## src/rtl/alu_pkg.sv

```systemverilog
// rtl/alu_pkg.sv - shared widths, opcodes and issuer FSM encoding
package alu_pkg;

  localparam int INST_W    = 4;
  localparam int DATA_W    = 16;
  localparam int MAT_BEATS = 8;

  localparam logic [INST_W-1:0] OP_ADD = 4'd0;
  localparam logic [INST_W-1:0] OP_SUB = 4'd1;
  localparam logic [INST_W-1:0] OP_MUL = 4'd2;
  localparam logic [INST_W-1:0] OP_DIV = 4'd3;
  localparam logic [INST_W-1:0] OP_SHL = 4'd4;
  localparam logic [INST_W-1:0] OP_SHR = 4'd5;
  localparam logic [INST_W-1:0] OP_AND = 4'd6;
  localparam logic [INST_W-1:0] OP_OR  = 4'd7;
  localparam logic [INST_W-1:0] OP_XOR = 4'd8;
  localparam logic [INST_W-1:0] OP_MAT = 4'd9;

  typedef enum logic [1:0] {
    ST_IDLE  = 2'd0,
    ST_ISSUE = 2'd1,
    ST_WAIT  = 2'd2
  } state_e;

endpackage

```

## src/rtl/cmd_fifo.sv

```systemverilog
// rtl/cmd_fifo.sv - host command FIFO with registered full/empty flags
module cmd_fifo #(
  parameter int WIDTH = 36,
  parameter int DEPTH = 4
) (
  input  logic             clk_i,
  input  logic             rst_ni,
  input  logic             wr_en_i,
  input  logic [WIDTH-1:0] wr_data_i,
  input  logic             rd_en_i,
  output logic [WIDTH-1:0] rd_data_o,
  output logic             full_o,
  output logic             empty_o
);

  localparam int PW = $clog2(DEPTH);

  logic [WIDTH-1:0] mem_q [DEPTH];
  logic [PW-1:0]    wr_ptr_q, rd_ptr_q;
  logic [PW:0]      cnt_q, cnt_d;
  logic             full_q, empty_q;
  logic             do_wr, do_rd;

  // A write while full is legal only when the same cycle frees a slot
  assign do_rd = rd_en_i && !empty_q;
  assign do_wr = wr_en_i && (!full_q || do_rd);

  // Next occupancy, so the flags can be registered without a cycle of lag
  always_comb begin
    cnt_d = cnt_q;
    case ({do_wr, do_rd})
      2'b10:   cnt_d = cnt_q + 1'b1;
      2'b01:   cnt_d = cnt_q - 1'b1;
      default: cnt_d = cnt_q;
    endcase
  end

  // Pointers wrap naturally because DEPTH is a power of two
  always_ff @(posedge clk_i or negedge rst_ni) begin
    if (!rst_ni) begin
      wr_ptr_q <= '0;
      rd_ptr_q <= '0;
      cnt_q    <= '0;
      full_q   <= 1'b0;
      empty_q  <= 1'b1;
    end else begin
      if (do_wr) wr_ptr_q <= wr_ptr_q + 1'b1;
      if (do_rd) rd_ptr_q <= rd_ptr_q + 1'b1;
      cnt_q   <= cnt_d;
      full_q  <= (cnt_d == (PW+1)'(DEPTH));
      empty_q <= (cnt_d == '0);
    end
  end

  // Storage needs no reset; empty_o guards every read
  always_ff @(posedge clk_i) begin
    if (do_wr) mem_q[wr_ptr_q] <= wr_data_i;
  end

  assign rd_data_o = mem_q[rd_ptr_q];
  assign full_o    = full_q;
  assign empty_o   = empty_q;

endmodule

```

## src/rtl/alu_cmd_issuer.sv

```systemverilog
// rtl/alu_cmd_issuer.sv - issues buffered commands to the ALU and collects results
module alu_cmd_issuer #(
  parameter int                 INST_W     = alu_pkg::INST_W,
  parameter int                 DATA_W     = alu_pkg::DATA_W,
  parameter int                 FIFO_DEPTH = 4,
  parameter logic [INST_W-1:0]  MAT_INST   = alu_pkg::OP_MAT,
  parameter int                 MAT_BEATS  = alu_pkg::MAT_BEATS,
  parameter int                 TIMEOUT    = 64
) (
  input  logic              i_clk,
  input  logic              i_rst_n,
  input  logic              i_cmd_valid,
  output logic              o_cmd_ready,
  input  logic [INST_W-1:0] i_cmd_inst,
  input  logic [DATA_W-1:0] i_cmd_a,
  input  logic [DATA_W-1:0] i_cmd_b,
  output logic              o_alu_valid,
  input  logic              i_alu_busy,
  output logic [INST_W-1:0] o_alu_inst,
  output logic [DATA_W-1:0] o_alu_data_a,
  output logic [DATA_W-1:0] o_alu_data_b,
  input  logic              i_alu_out_valid,
  input  logic [DATA_W-1:0] i_alu_data,
  output logic              o_res_valid,
  output logic [DATA_W-1:0] o_res_data,
  output logic              o_res_last,
  output logic              o_err
);

  import alu_pkg::*;

  localparam int CW = INST_W + 2*DATA_W;
  localparam int BW = $clog2(MAT_BEATS + 1);
  localparam int WW = $clog2(TIMEOUT + 1);

  state_e            state_q, state_d;
  logic [BW-1:0]     beat_q, beat_d, exp_q, exp_d;
  logic [WW-1:0]     wd_q, wd_d;
  logic              alu_valid_q, alu_valid_d;
  logic [INST_W-1:0] inst_q, inst_d;
  logic [DATA_W-1:0] a_q, a_d, b_q, b_d;
  logic              res_valid_q, res_valid_d, res_last_q, res_last_d;
  logic [DATA_W-1:0] res_data_q, res_data_d;
  logic              err_q, err_d;

  logic              push, pop, full, empty, accept, is_mat;
  logic [CW-1:0]     head;
  logic [INST_W-1:0] head_inst;

  assign push      = i_cmd_valid && o_cmd_ready;
  assign accept    = alu_valid_q && !i_alu_busy;
  assign head_inst = head[CW-1 -: INST_W];
  assign is_mat    = (exp_q == BW'(MAT_BEATS));

  cmd_fifo #(
    .WIDTH (CW),
    .DEPTH (FIFO_DEPTH)
  ) u_fifo (
    .clk_i     (i_clk),
    .rst_ni    (i_rst_n),
    .wr_en_i   (push),
    .wr_data_i ({i_cmd_inst, i_cmd_a, i_cmd_b}),
    .rd_en_i   (pop),
    .rd_data_o (head),
    .full_o    (full),
    .empty_o   (empty)
  );

  // Command sequencing, beat issue, result forwarding and watchdog
  always_comb begin
    state_d     = state_q;
    beat_d      = beat_q;
    exp_d       = exp_q;
    wd_d        = wd_q;
    alu_valid_d = alu_valid_q;
    inst_d      = inst_q;
    a_d         = a_q;
    b_d         = b_q;
    res_valid_d = 1'b0;
    res_last_d  = 1'b0;
    res_data_d  = res_data_q;
    err_d       = err_q;
    pop         = 1'b0;
    case (state_q)
      ST_IDLE: begin
        alu_valid_d = 1'b0;
        if (!empty) begin
          state_d = ST_ISSUE;
          beat_d  = '0;
          exp_d   = (head_inst == MAT_INST) ? BW'(MAT_BEATS) : BW'(1);
          alu_valid_d = !i_alu_busy;
          {inst_d, a_d, b_d} = head;
        end
      end
      ST_ISSUE: begin
        if (accept) begin
          // The bus always mirrors the FIFO head, so the accepted entry is the one popped
          pop         = 1'b1;
          beat_d      = beat_q + 1'b1;
          alu_valid_d = 1'b0;
          if (!is_mat || beat_d == BW'(MAT_BEATS)) begin
            state_d = ST_WAIT;
            wd_d    = '0;
          end
        end else if (!alu_valid_q && !empty) begin
          if (is_mat && beat_q != '0 && head_inst != MAT_INST) begin
            // A scalar slipped into a matrix load: drop it and flag the violation
            pop   = 1'b1;
            err_d = 1'b1;
          end else begin
            alu_valid_d = !i_alu_busy;
            {inst_d, a_d, b_d} = head;
          end
        end
      end
      ST_WAIT: begin
        alu_valid_d = 1'b0;
        if (i_alu_out_valid) begin
          res_valid_d = 1'b1;
          res_data_d  = i_alu_data;
          exp_d       = exp_q - 1'b1;
          wd_d        = '0;
          if (exp_q == BW'(1)) begin
            res_last_d = 1'b1;
            state_d    = ST_IDLE;
          end
        end else begin
          wd_d = wd_q + 1'b1;
          if (wd_d == WW'(TIMEOUT)) begin
            err_d   = 1'b1;
            state_d = ST_IDLE;
          end
        end
      end
      default: state_d = ST_IDLE;
    endcase
  end

  // State and registered outputs
  always_ff @(posedge i_clk or negedge i_rst_n) begin
    if (!i_rst_n) begin
      state_q     <= ST_IDLE;
      beat_q      <= '0;
      exp_q       <= '0;
      wd_q        <= '0;
      alu_valid_q <= 1'b0;
      inst_q      <= '0;
      a_q         <= '0;
      b_q         <= '0;
      res_valid_q <= 1'b0;
      res_last_q  <= 1'b0;
      res_data_q  <= '0;
      err_q       <= 1'b0;
    end else begin
      state_q     <= state_d;
      beat_q      <= beat_d;
      exp_q       <= exp_d;
      wd_q        <= wd_d;
      alu_valid_q <= alu_valid_d;
      inst_q      <= inst_d;
      a_q         <= a_d;
      b_q         <= b_d;
      res_valid_q <= res_valid_d;
      res_last_q  <= res_last_d;
      res_data_q  <= res_data_d;
      err_q       <= err_d;
    end
  end

  assign o_cmd_ready  = !full;
  assign o_alu_valid  = alu_valid_q;
  assign o_alu_inst   = inst_q;
  assign o_alu_data_a = a_q;
  assign o_alu_data_b = b_q;
  assign o_res_valid  = res_valid_q;
  assign o_res_data   = res_data_q;
  assign o_res_last   = res_last_q;
  assign o_err        = err_q;

endmodule

```

## config.mk

```make
export PLATFORM = sky130hd
export DESIGN_NAME = alu_cmd_issuer
export DESIGN_NICKNAME = d
export VERILOG_FILES = /design/src/rtl/alu_pkg.sv /design/src/rtl/cmd_fifo.sv /design/src/rtl/alu_cmd_issuer.sv
export SDC_FILE = /design/constraint.sdc
export NUM_CORES = 1
export LEC_CHECK = 0
export BUFFER_PORTS_ARGS = -buffer_cell sky130_fd_sc_hd__buf_4
export CORE_MARGIN = 1
export CORE_UTILIZATION = 49
export DETAILED_ROUTE_END_ITERATION = 6
export GPL_TIMING_DRIVEN = 0
export PLACE_DENSITY = 0.69
export SLEW_MARGIN = 20
export SYNTH_ARGS = -nofsm -noshare
export SYNTH_HDL_FRONTEND = slang
export SYNTH_SLANG_ARGS = --single-unit
```

## constraint.sdc

```tcl
create_clock -name i_clk -period 8.25 [get_ports i_clk]
set_input_delay 1.2375 -clock i_clk [delete_from_list [all_inputs] [get_ports i_clk]]
set_output_delay 1.2375 -clock i_clk [all_outputs]
set_load 0.1 [all_outputs]
```

==> results.py, run 1 <==
metrics = {
    "outcome": {
        "outcome": "finished clean",
    },
    "grt": {
        "grt_overflow": 0,
        "antenna_found_initial": 0,
        "grt_max_degree": 83,
        "grt_pass1_vias": 5073,
        "grt.total_usage": 0.184,
        "grt_pass1_wl_mm": 26.1,
    },
    "sta": {
        "finalCritPeriodShare": 0.428,
        "max_freq_mhz": 283,
        "relSlewSlack": 0.371,
        "max_slew.worst_pin.slew_ns": 0.944,
        "layout_min_cycle_time_ns": 3.53,
        "setup_viol": 0,
        "tns_ns": 0,
        "rsz0062_at_grt": "false",
        "final_hold_viol_count": 0,
        "slew_viol_final": 0,
        "finalClockSkew_ns": 0.00866,
        "fin_ws_ns": 4.72,
    },
    "yosys": {
        "netlist_instances": 493,
        "yosys_warnings": 0,
        "syn_nets": 565,
        "synth_enable_flop_cells": 144,
        "synth.distinct_cells": 52,
        "synthArstFlopShare": 0.363,
        "ys_ff_latch": 226,
        "syn_avg_cell_area_um2": 18.2,
        "synth_flop_cell": "edfxtp_1",
        "mappedNetlistArea_mm2": 0.00897,
        "synth-seq-area-share": 0.711,
    },
    "routing": {
        "drt_pre_antenna_iters": 4,
        "avgRoutedWirePerCell_um": 18.9,
        "ant_nets": 0,
        "drtIter0Drc": 232,
        "viasPerCell": 5.44,
        "vias": 4804,
        "drc": 0,
        "drt_wl_total_mm": 16.7,
    },
    "floorplan": {
        "floorplan.initialDensity": 0.500,
        "die_h_um": 137,
        "io_pins": 114,
        "row_count": 49,
        "core_mm2": 0.0180,
        "die_w_um": 137,
        "die-area_mm2": 0.0189,
    },
    "critical_path": {
        "r2r_setup_slack_ns": 4.72,
        "worstSetupStartpointType": "flop",
        "endpoint_kind": "flop",
        "path_class": "reg -> reg",
        "required_ns": 8.68,
        "arrival_ns": 3.97,
        "cp_common_cell": "xor2_1",
        "cpPeakStageDelay_ns": 0.45,
        "crit_slowest_cell": "clkbuf_1",
        "worstPathMaxFanout": 10,
        "path_cells": "clkbuf_1 > mux4_2 > and4bb_4 > o31a_1 > nor3_1 > ha_1 > inv_1 > fa_1 > xor2_1 > nor2_1 > xor2_1 > nor2b_1",
    },
    "final_layout": {
        "final_util": 0.612,
        "fin_nets": 708,
        "fill_cells": 1296,
        "drive_above_1_share": 0.394,
        "diodes": 0,
        "area_growth_pct": 22.5,
        "finalInstanceArea_mm2": 0.0110,
    },
    "placement": {
        "port_buffers": 113,
        "finalWeightedCongestion": 0.808,
        "hpwl_mm": 10.8,
        "post-place-ws_ns": 4.70,
        "placed_area_mm2": 0.0102,
    },
    "cts": {
        "clock_path_buffers": 3,
        "insertion_delay_ns": 0.52,
        "root_buffer": "clkbuf_16",
        "post_cts_buffers": 0,
        "holdBufCountCts": 0,
        "cts.repair.resized": 0,
        "cts.clk_slew.worst_paths_ns": 0.06,
        "cts_num_sinks": 226,
        "cts_made_buffers": 24,
        "cts_tree": "done",
        "cts_max_level": 1,
    },
    "min_path": {
        "hold_class": "reg -> reg",
    },
    "run": {
        "maxCapViolations": 0,
    },
}
## layer usage
metal,GRT usage,vias up,routed length [um]
met2,0.320,117,8440
met3,0.0467,24,1050
met5,0,-,0
met1,0.230,2480,6920
li1,-,2183,-
met4,0.0488,0,300
## placed cells by master (no fill, tap or decap), drive strengths merged, types with 5 or more instances in the layout
master and instances:
edfxtp 144, buf 123, dfrtp 81, mux2 56
clkbuf 45, mux4 36, nand2 19, inv 18
o21ai 15, ha 14, a21oi 10, nor2 7
clkinv 7, nor2b 6, a22o 6, and2 6
xor2 5
## flip-flops by register name, summed over array words and instances (netlist names)
signal,flops
u_fifo.cnt_q,3
u_fifo.wr_ptr_q,2
state_q,2
o_alu_data_b,16
o_res_valid,1
u_fifo.rd_ptr_q,2
o_alu_inst,4
beat_q,4
o_err,1
u_fifo.full_o,1
o_res_data,16
u_fifo.mem_q,144
o_alu_data_a,16
u_fifo.empty_o,1
wd_q,7
exp_q,4
o_res_last,1
o_alu_valid,1
## cells by family (layout without fill, tap and decap cells)
family | count (synthesis) | in the layout | share of synthesized area
compound gates | 53 | 53 | 0.0415
xor+xnor | 8 | 8 | 0.00781
fa+ha+maj | 15 | 15 | 0.0217
buf+inv | 36 | 197 | 0.0184
flops | 226 | 226 | 0.711
mux | 94 | 94 | 0.163
simple gates | 61 | 61 | 0.0371
## critical path: cells and delay by family, from the launching register on
family / cells / cell delay, ns
buffers and inverters: 2 / 0.51
xor gates and xnor gates: 2 / 0.39
DFF: 1 / 0.32
AOI/OAI and AO/OA: 1 / 0.31
and+or+nand+nor: 4 / 0.88
muxes: 1 / 0.42
adders and majority gates: 2 / 0.62
## synth_stat cells, types with 2 or more instances
library cell,instances,share of area
nand3b_1,2,0.0017
nor4_1,2,0.0014
mux2i_1,2,0.0022
inv_1,17,0.0071
nor2_1,7,0.0029
o2bb2ai_1,2,0.0020
buf_6,4,0.0050
nand2_1,19,0.0079
buf_1,2,0.00084
o22a_1,2,0.0020
a21o_1,3,0.0025
edfxtp_1,144,0.48
nor3_1,3,0.0017
nor2b_1,6,0.0042
a21oi_1,10,0.0056
and2_1,6,0.0042
clkbuf_1,13,0.0054
dfrtp_1,81,0.23
ha_1,14,0.020
xor2_1,5,0.0049
nand3_1,4,0.0022
mux2_2,54,0.068
a22oi_1,2,0.0017
mux2_1,2,0.0025
a22o_1,6,0.0059
mux4_2,36,0.090
o21ai_0,15,0.0084
nand2b_1,4,0.0028
xnor2_1,3,0.0029
## worst paths after layout
kind	from	end	cells after the start
worst max-delay path	u_fifo.rd_ptr_q[1]$_DFFE_PN0P_	u_fifo.full_o$_DFF_PN0_	12
worst min-delay path	u_fifo.cnt_q[2]$_DFF_PN0_	u_fifo.cnt_q[2]$_DFF_PN0_	1
worst max register to register	u_fifo.rd_ptr_q[1]$_DFFE_PN0P_	u_fifo.full_o$_DFF_PN0_	12
worst min register to register	u_fifo.cnt_q[2]$_DFF_PN0_	u_fifo.cnt_q[2]$_DFF_PN0_	1
max in group asynchronous	i_rst_n	o_alu_data_b[10]$_DFFE_PN0P_	1
min in group asynchronous	i_rst_n	wd_q[2]$_DFFE_PN0P_	1
## final cells by class
cell class	instances	area (um^2)	share of cell area
tap	229	287	0.0261
buffer	19	101	0.00922
sequential	226	6380	0.580
inverter	17	63.8	0.00580
clock inverter	12	146	0.0133
clock buffer	32	651	0.0592
timing repair buffer	117	932	0.0848
multi-input combinational	231	2440	0.222
## through the flow
step | std cells | hold WS, ns
final | 883 | 0.490
after global routing | 883 | 0.503
after CTS | 883 | 0.487
after detailed placement | 839 | 0.473
after global placement | 835 | 0.460
after floorplan | 493 | 0.446
Power of run 1 is left out: the tool's default activity adds up to more than one toggle a clock period on the data nets, which glitch-free logic cannot reach.
==> run 2: changes to the inputs <==
- clock period: 8.25 -> 3.4 ns (I/O delays scaled with it)
==> run 2 against run 1 <==
  * Worst setup slack lost 4.6 ns
  * Wire length grew 0.39%
  * Clock skew grew 0.0017 ns
  * Worst hold slack lost 0.41 ns
  * Non-clock buffer count grew 5
  * Count of clock-buffer cells in the layout is the same
  * Register-to-register slack lost 4.6 ns
  * Sequential share of layout area shrank 0.29 points
  * Critical endpoint unchanged
  * Highest routed layer unchanged
==> results.py, run 2 (synthesized netlist as in run 1, its figures left out) <==
metrics = {
    "sta": {
        "finalClockSkew_ns": 0.0104,
        "layout_min_cycle_time_ns": 3.24,
        "setup_viol": 0,
        "slew_viol_final": 0,
        "max_slew.worst_pin.slew_ns": 0.942,
        "max_freq_mhz": 308,
        "relSlewSlack": 0.372,
        "finalCritPeriodShare": 0.953,
        "final_hold_viol_count": 0,
    },
    "placement": {
        "placedCellCount": 839,
        "finalWeightedCongestion": 0.808,
        "port_buffers": 113,
        "hpwl_mm": 10.8,
        "placed_area_mm2": 0.0102,
    },
    "cts": {
        "cts_tree": "done",
        "cts_max_level": 1,
        "root_buffer": "clkbuf_16",
        "clock_path_buffers": 3,
        "cts_num_sinks": 226,
        "insertion_delay_ns": 0.52,
        "cts_made_buffers": 24,
        "cts.clk_slew.worst_paths_ns": 0.06,
    },
    "final_layout": {
        "regMostFlops": "u_fifo.mem_q",
        "area_growth_pct": 23.1,
        "diodes": 0,
        "finalInstanceArea_mm2": 0.0111,
        "fin_nets": 713,
        "final_common_cell": "edfxtp_1",
        "largest_reg_flops": 144,
        "instances_no_fill": 888,
        "final_cell_mix": "edfxtp_1 (144), buf_4 (118), dfrtp_1 (81)",
        "drive_above_1_share": 0.405,
    },
    "run": {
        "maxCapViolations": 0,
    },
    "floorplan": {
        "die_w_um": 137,
        "die-area_mm2": 0.0189,
        "floorplan.initialDensity": 0.500,
        "io_pins": 114,
        "row_count": 49,
        "die_h_um": 137,
        "core_mm2": 0.0180,
    },
    "critical_path": {
        "path_class": "reg -> reg",
        "endpoint_kind": "flop",
        "required_ns": 3.84,
        "arrival_ns": 3.68,
        "worstPathMaxFanout": 6,
        "worstSetupStartpointType": "flop",
    },
    "routing": {
        "vias": 4819,
        "drt_wl_total_mm": 16.8,
        "viasPerCell": 5.43,
        "drt_pre_antenna_iters": 4,
        "ant_nets": 0,
        "avgRoutedWirePerCell_um": 18.9,
        "drc": 0,
        "drtIter0Drc": 209,
    },
    "grt": {
        "grt_max_degree": 83,
        "grt_pass1_vias": 5076,
        "grt.total_usage": 0.184,
        "grt_overflow": 0,
        "grt_pass1_wl_mm": 26.1,
        "antenna_found_initial": 0,
    },
    "outcome": {
        "outcome": "finished clean",
    },
    "min_path": {
        "hold_class": "in -> async",
    },
}
[run 2: cell count changes in the layout (fill, tap and decap cells not counted)]
cell and change:
buf_4 +6, buf_6 -1, buf_8 +1, clkbuf_1 -1, ha_1 -1, ha_2 +1, nor2b_1 -1, nor2b_2 +1
nor3_1 -1, nor3_2 +1
[run 2: final timing paths]
check                                               startpoint                       endpoint  slack [ns]  depth (start not counted)
worst min register to register    o_alu_data_a[12]$_DFFE_PN0P_   o_alu_data_a[12]$_DFFE_PN0P_        0.50                          1
max in group asynchronous                              i_rst_n    o_alu_data_b[5]$_DFFE_PN0P_        2.79                          1
worst max register to register  u_fifo.rd_ptr_q[0]$_DFFE_PN0P_        u_fifo.full_o$_DFF_PN0_        0.16                         12
worst min-delay path                                   i_rst_n            wd_q[3]$_DFFE_PN0P_        0.08                          1
worst max-delay path            u_fifo.rd_ptr_q[0]$_DFFE_PN0P_        u_fifo.full_o$_DFF_PN0_        0.16                         12
min in group i_clk                                  i_cmd_a[3]  u_fifo.mem_q[1][19]$_DFFE_PP_        0.19                          1
[run 2: final cells by class]
| type | count | area (um^2) |
|---|---|---|
| timing repair buffer | 123 | 977 |
| inverter | 17 | 63.8 |
| clock buffer | 32 | 651 |
| multi-input combinational | 231 | 2450 |
| buffer | 18 | 101 |
| tap | 229 | 287 |
| sequential | 226 | 6380 |
| clock inverter | 12 | 146 |
| fill | 1289 | 6910 |
[run 2: worst max-delay path: stages (launching register included)]
cell and delay, ns:
dfrtp_1 0.39, buf_4 0.13, mux4_2 0.51, and4bb_4 0.26
o31a_1 0.32, nor3_2 0.24, ha_2 0.22, inv_1 0.05
fa_1 0.37, xor2_1 0.16, nor2_1 0.12, xor2_1 0.21
nor2b_2 0.19
[run 2: per-layer routing]
layer	vias to the layer above	share of wire	global-route usage
met2	123	0.51	0.320
li1	2191	-	-
met3	26	0.061	0.0467
met1	2479	0.41	0.230
met4	0	0.018	0.0488
met5	-	0	0
[run 2: through the flow]
stage | setup WS [ns] | util | TNS, ns | hold slack, ns
2_1_floorplan | 0.317 | - | 0 | 0.214
3_3_place_gp | -0.0601 | 0.563 | -0.0666 | 0.460
3_5_place_dp | -0.149 | 0.568 | -0.180 | 0.473
4_1_cts | 0.0255 | 0.612 | 0 | 0.0939
5_1_grt | -0.000680 | 0.615 | -0.000680 | 0.138
6_report | 0.158 | 0.615 | 0 | 0.0782
[run 2: repair_timing]
action | 4_1_cts | 5_1_grt
resized for setup | 1 | 3
hold buffers | 0 | 0
buffers inserted | 0 | 6
setup endpoints to repair | 2 | 2
hold endpoints to repair | 0 | 0
pin swaps | 0 | 2
Power of run 2 is left out for the same reason.
==> run 3: changes to the inputs <==
- GPL_TIMING_DRIVEN: 0 -> not set
==> run 3 against run 2 <==
  * Design area down 1.4%
  * Count of clock-buffer cells in the layout is 1 higher
  * Global-route usage barely moved
  * Sequential share of layout area is 0.83 points higher
  * Worst setup slack got worse by 0.022 ns
  * Fmax shrank 0.69%
  * Critical path type unchanged
  * Via count is 0.98% lower
  * Core utilization decreased by 0.85 points
  * Critical path depth down 1
==> results.py, run 3 (synthesized netlist as in run 1, its figures left out) <==
metrics = {
    "cts": {
        "cts_made_buffers": 23,
        "cts_tree": "done",
        "cts_max_level": 1,
        "insertion_delay_ns": 0.50,
        "root_buffer": "clkbuf_16",
        "clock_path_buffers": 3,
        "cts.repair.resized": 0,
        "cts_num_sinks": 226,
        "cts.clk_slew.worst_paths_ns": 0.06,
    },
    "floorplan": {
        "floorplan.initialDensity": 0.500,
        "io_pins": 114,
        "row_count": 49,
        "die_w_um": 137,
        "core_mm2": 0.0180,
        "die-area_mm2": 0.0189,
        "die_h_um": 137,
    },
    "grt": {
        "grt_pass1_vias": 4981,
        "grt_overflow": 0,
        "grt_max_degree": 53,
        "grt_pass1_wl_mm": 26.2,
        "grt.total_usage": 0.184,
        "antenna_found_initial": 0,
    },
    "placement": {
        "port_buffers": 113,
        "finalWeightedCongestion": 0.804,
        "hpwl_mm": 10.6,
        "placedCellCount": 829,
        "placed_area_mm2": 0.0102,
    },
    "final_layout": {
        "area_growth_pct": 21.4,
        "drive_above_1_share": 0.404,
        "final_cell_mix": "edfxtp_1 (144), buf_4 (126), dfrtp_1 (79)",
        "instances_no_fill": 875,
        "regMostFlops": "u_fifo.mem_q",
        "final_common_cell": "edfxtp_1",
        "finalInstanceArea_mm2": 0.0109,
        "largest_reg_flops": 144,
        "final_util": 0.607,
        "diodes": 0,
        "fin_nets": 701,
    },
    "sta": {
        "max_slew.worst_pin.slew_ns": 0.673,
        "finalClockSkew_ns": 0.0212,
        "slew_viol_final": 0,
        "setup_viol": 0,
        "tns_ns": 0,
        "final_hold_viol_count": 0,
        "layout_min_cycle_time_ns": 3.26,
        "finalCritPeriodShare": 0.960,
        "max_freq_mhz": 306,
        "relSlewSlack": 0.551,
    },
    "run": {
        "maxCapViolations": 0,
    },
    "min_path": {
        "hold_class": "in -> async",
    },
    "critical_path": {
        "arrival_ns": 3.70,
        "required_ns": 3.84,
        "worstSetupStartpointType": "flop",
        "path_class": "reg -> reg",
        "endpoint_kind": "flop",
        "worstPathMaxFanout": 9,
    },
    "routing": {
        "ant_nets": 0,
        "avgRoutedWirePerCell_um": 19.1,
        "drtIter0Drc": 289,
        "drt_pre_antenna_iters": 4,
        "drt_wl_total_mm": 16.7,
        "vias": 4772,
        "viasPerCell": 5.45,
        "drc": 0,
    },
    "outcome": {
        "outcome": "finished clean",
    },
}
==> run 3: cell count changes in the layout (fill, tap and decap cells not counted), moves of 2 or more <==
cell        previous run  this run
clkinv_2               4         1
dfrtp_2                0         2
buf_4                118       126
clkinvlp_4             2         0
clkinv_1               1         5
dfrtp_1               81        79
clkbuf_1              18         8
buf_6                  4         0
buf_1                  2         0
==> run 3: critical path, cell delays in order (launching register included) <==
cell and delay (ns):
dfrtp_2 0.49, mux4_2 0.54, and4bb_4 0.26, o31a_1 0.30, nor3_1 0.24, ha_1 0.23, inv_1 0.07, fa_1 0.38
xor2_1 0.15, nor2_1 0.12, xor2_1 0.24, nor2b_1 0.16
==> run 3: path summary, 6_finish.rpt <==
path | slack (ns) | cells past startpoint | to | from
max | 0.14 | 11 | u_fifo.full_o$_DFF_PN0_ | u_fifo.rd_ptr_q[0]$_DFFE_PN0P_
min | 0.03 | 1 | beat_q[2]$_DFFE_PN0P_ | i_rst_n
max reg2reg | 0.14 | 11 | u_fifo.full_o$_DFF_PN0_ | u_fifo.rd_ptr_q[0]$_DFFE_PN0P_
min reg2reg | 0.49 | 1 | o_err$_DFFE_PN0P_ | o_err$_DFFE_PN0P_
max in group asynchronous | 2.61 | 2 | o_alu_data_a[1]$_DFFE_PN0P_ | i_rst_n
min in group i_clk | 0.20 | 1 | u_fifo.mem_q[3][21]$_DFFE_PP_ | i_cmd_a[5]
==> run 3: routing by layer <==
layer | global-route usage | vias up | wire length (um)
met1 | 0.233 | 2449 | 6770
met2 | 0.316 | 127 | 8540
met4 | 0.0452 | 0 | 207
met3 | 0.0500 | 18 | 1200
met5 | 0 | - | 0
li1 | - | 2178 | -
==> run 3: per-stage QoR <==
step	hold WS, ns	worst slack (ns)
2_1_floorplan	0.214	0.317
3_3_place_gp	0.470	0.203
3_5_place_dp	0.484	0.0806
4_1_cts	0.0573	0.0602
5_1_grt	0.0868	-0.0113
6_report	0.0327	0.136
==> run 3: timing repair <==
item	in CTS	in global routing
buffers inserted	0	4
hold buffers	0	0
endpoints found under the setup margin	0	2
==> run 3: final cells by class <==
| type | count | area (um^2) |
|---|---|---|
| timing repair buffer | 130 | 1030 |
| clock inverter | 9 | 71.3 |
| clock buffer | 33 | 633 |
| tap | 229 | 287 |
| inverter | 17 | 63.8 |
| multi-input combinational | 231 | 2440 |
| sequential | 226 | 6380 |
| fill | 1328 | 7070 |
Power of run 3 is left out for the same reason.
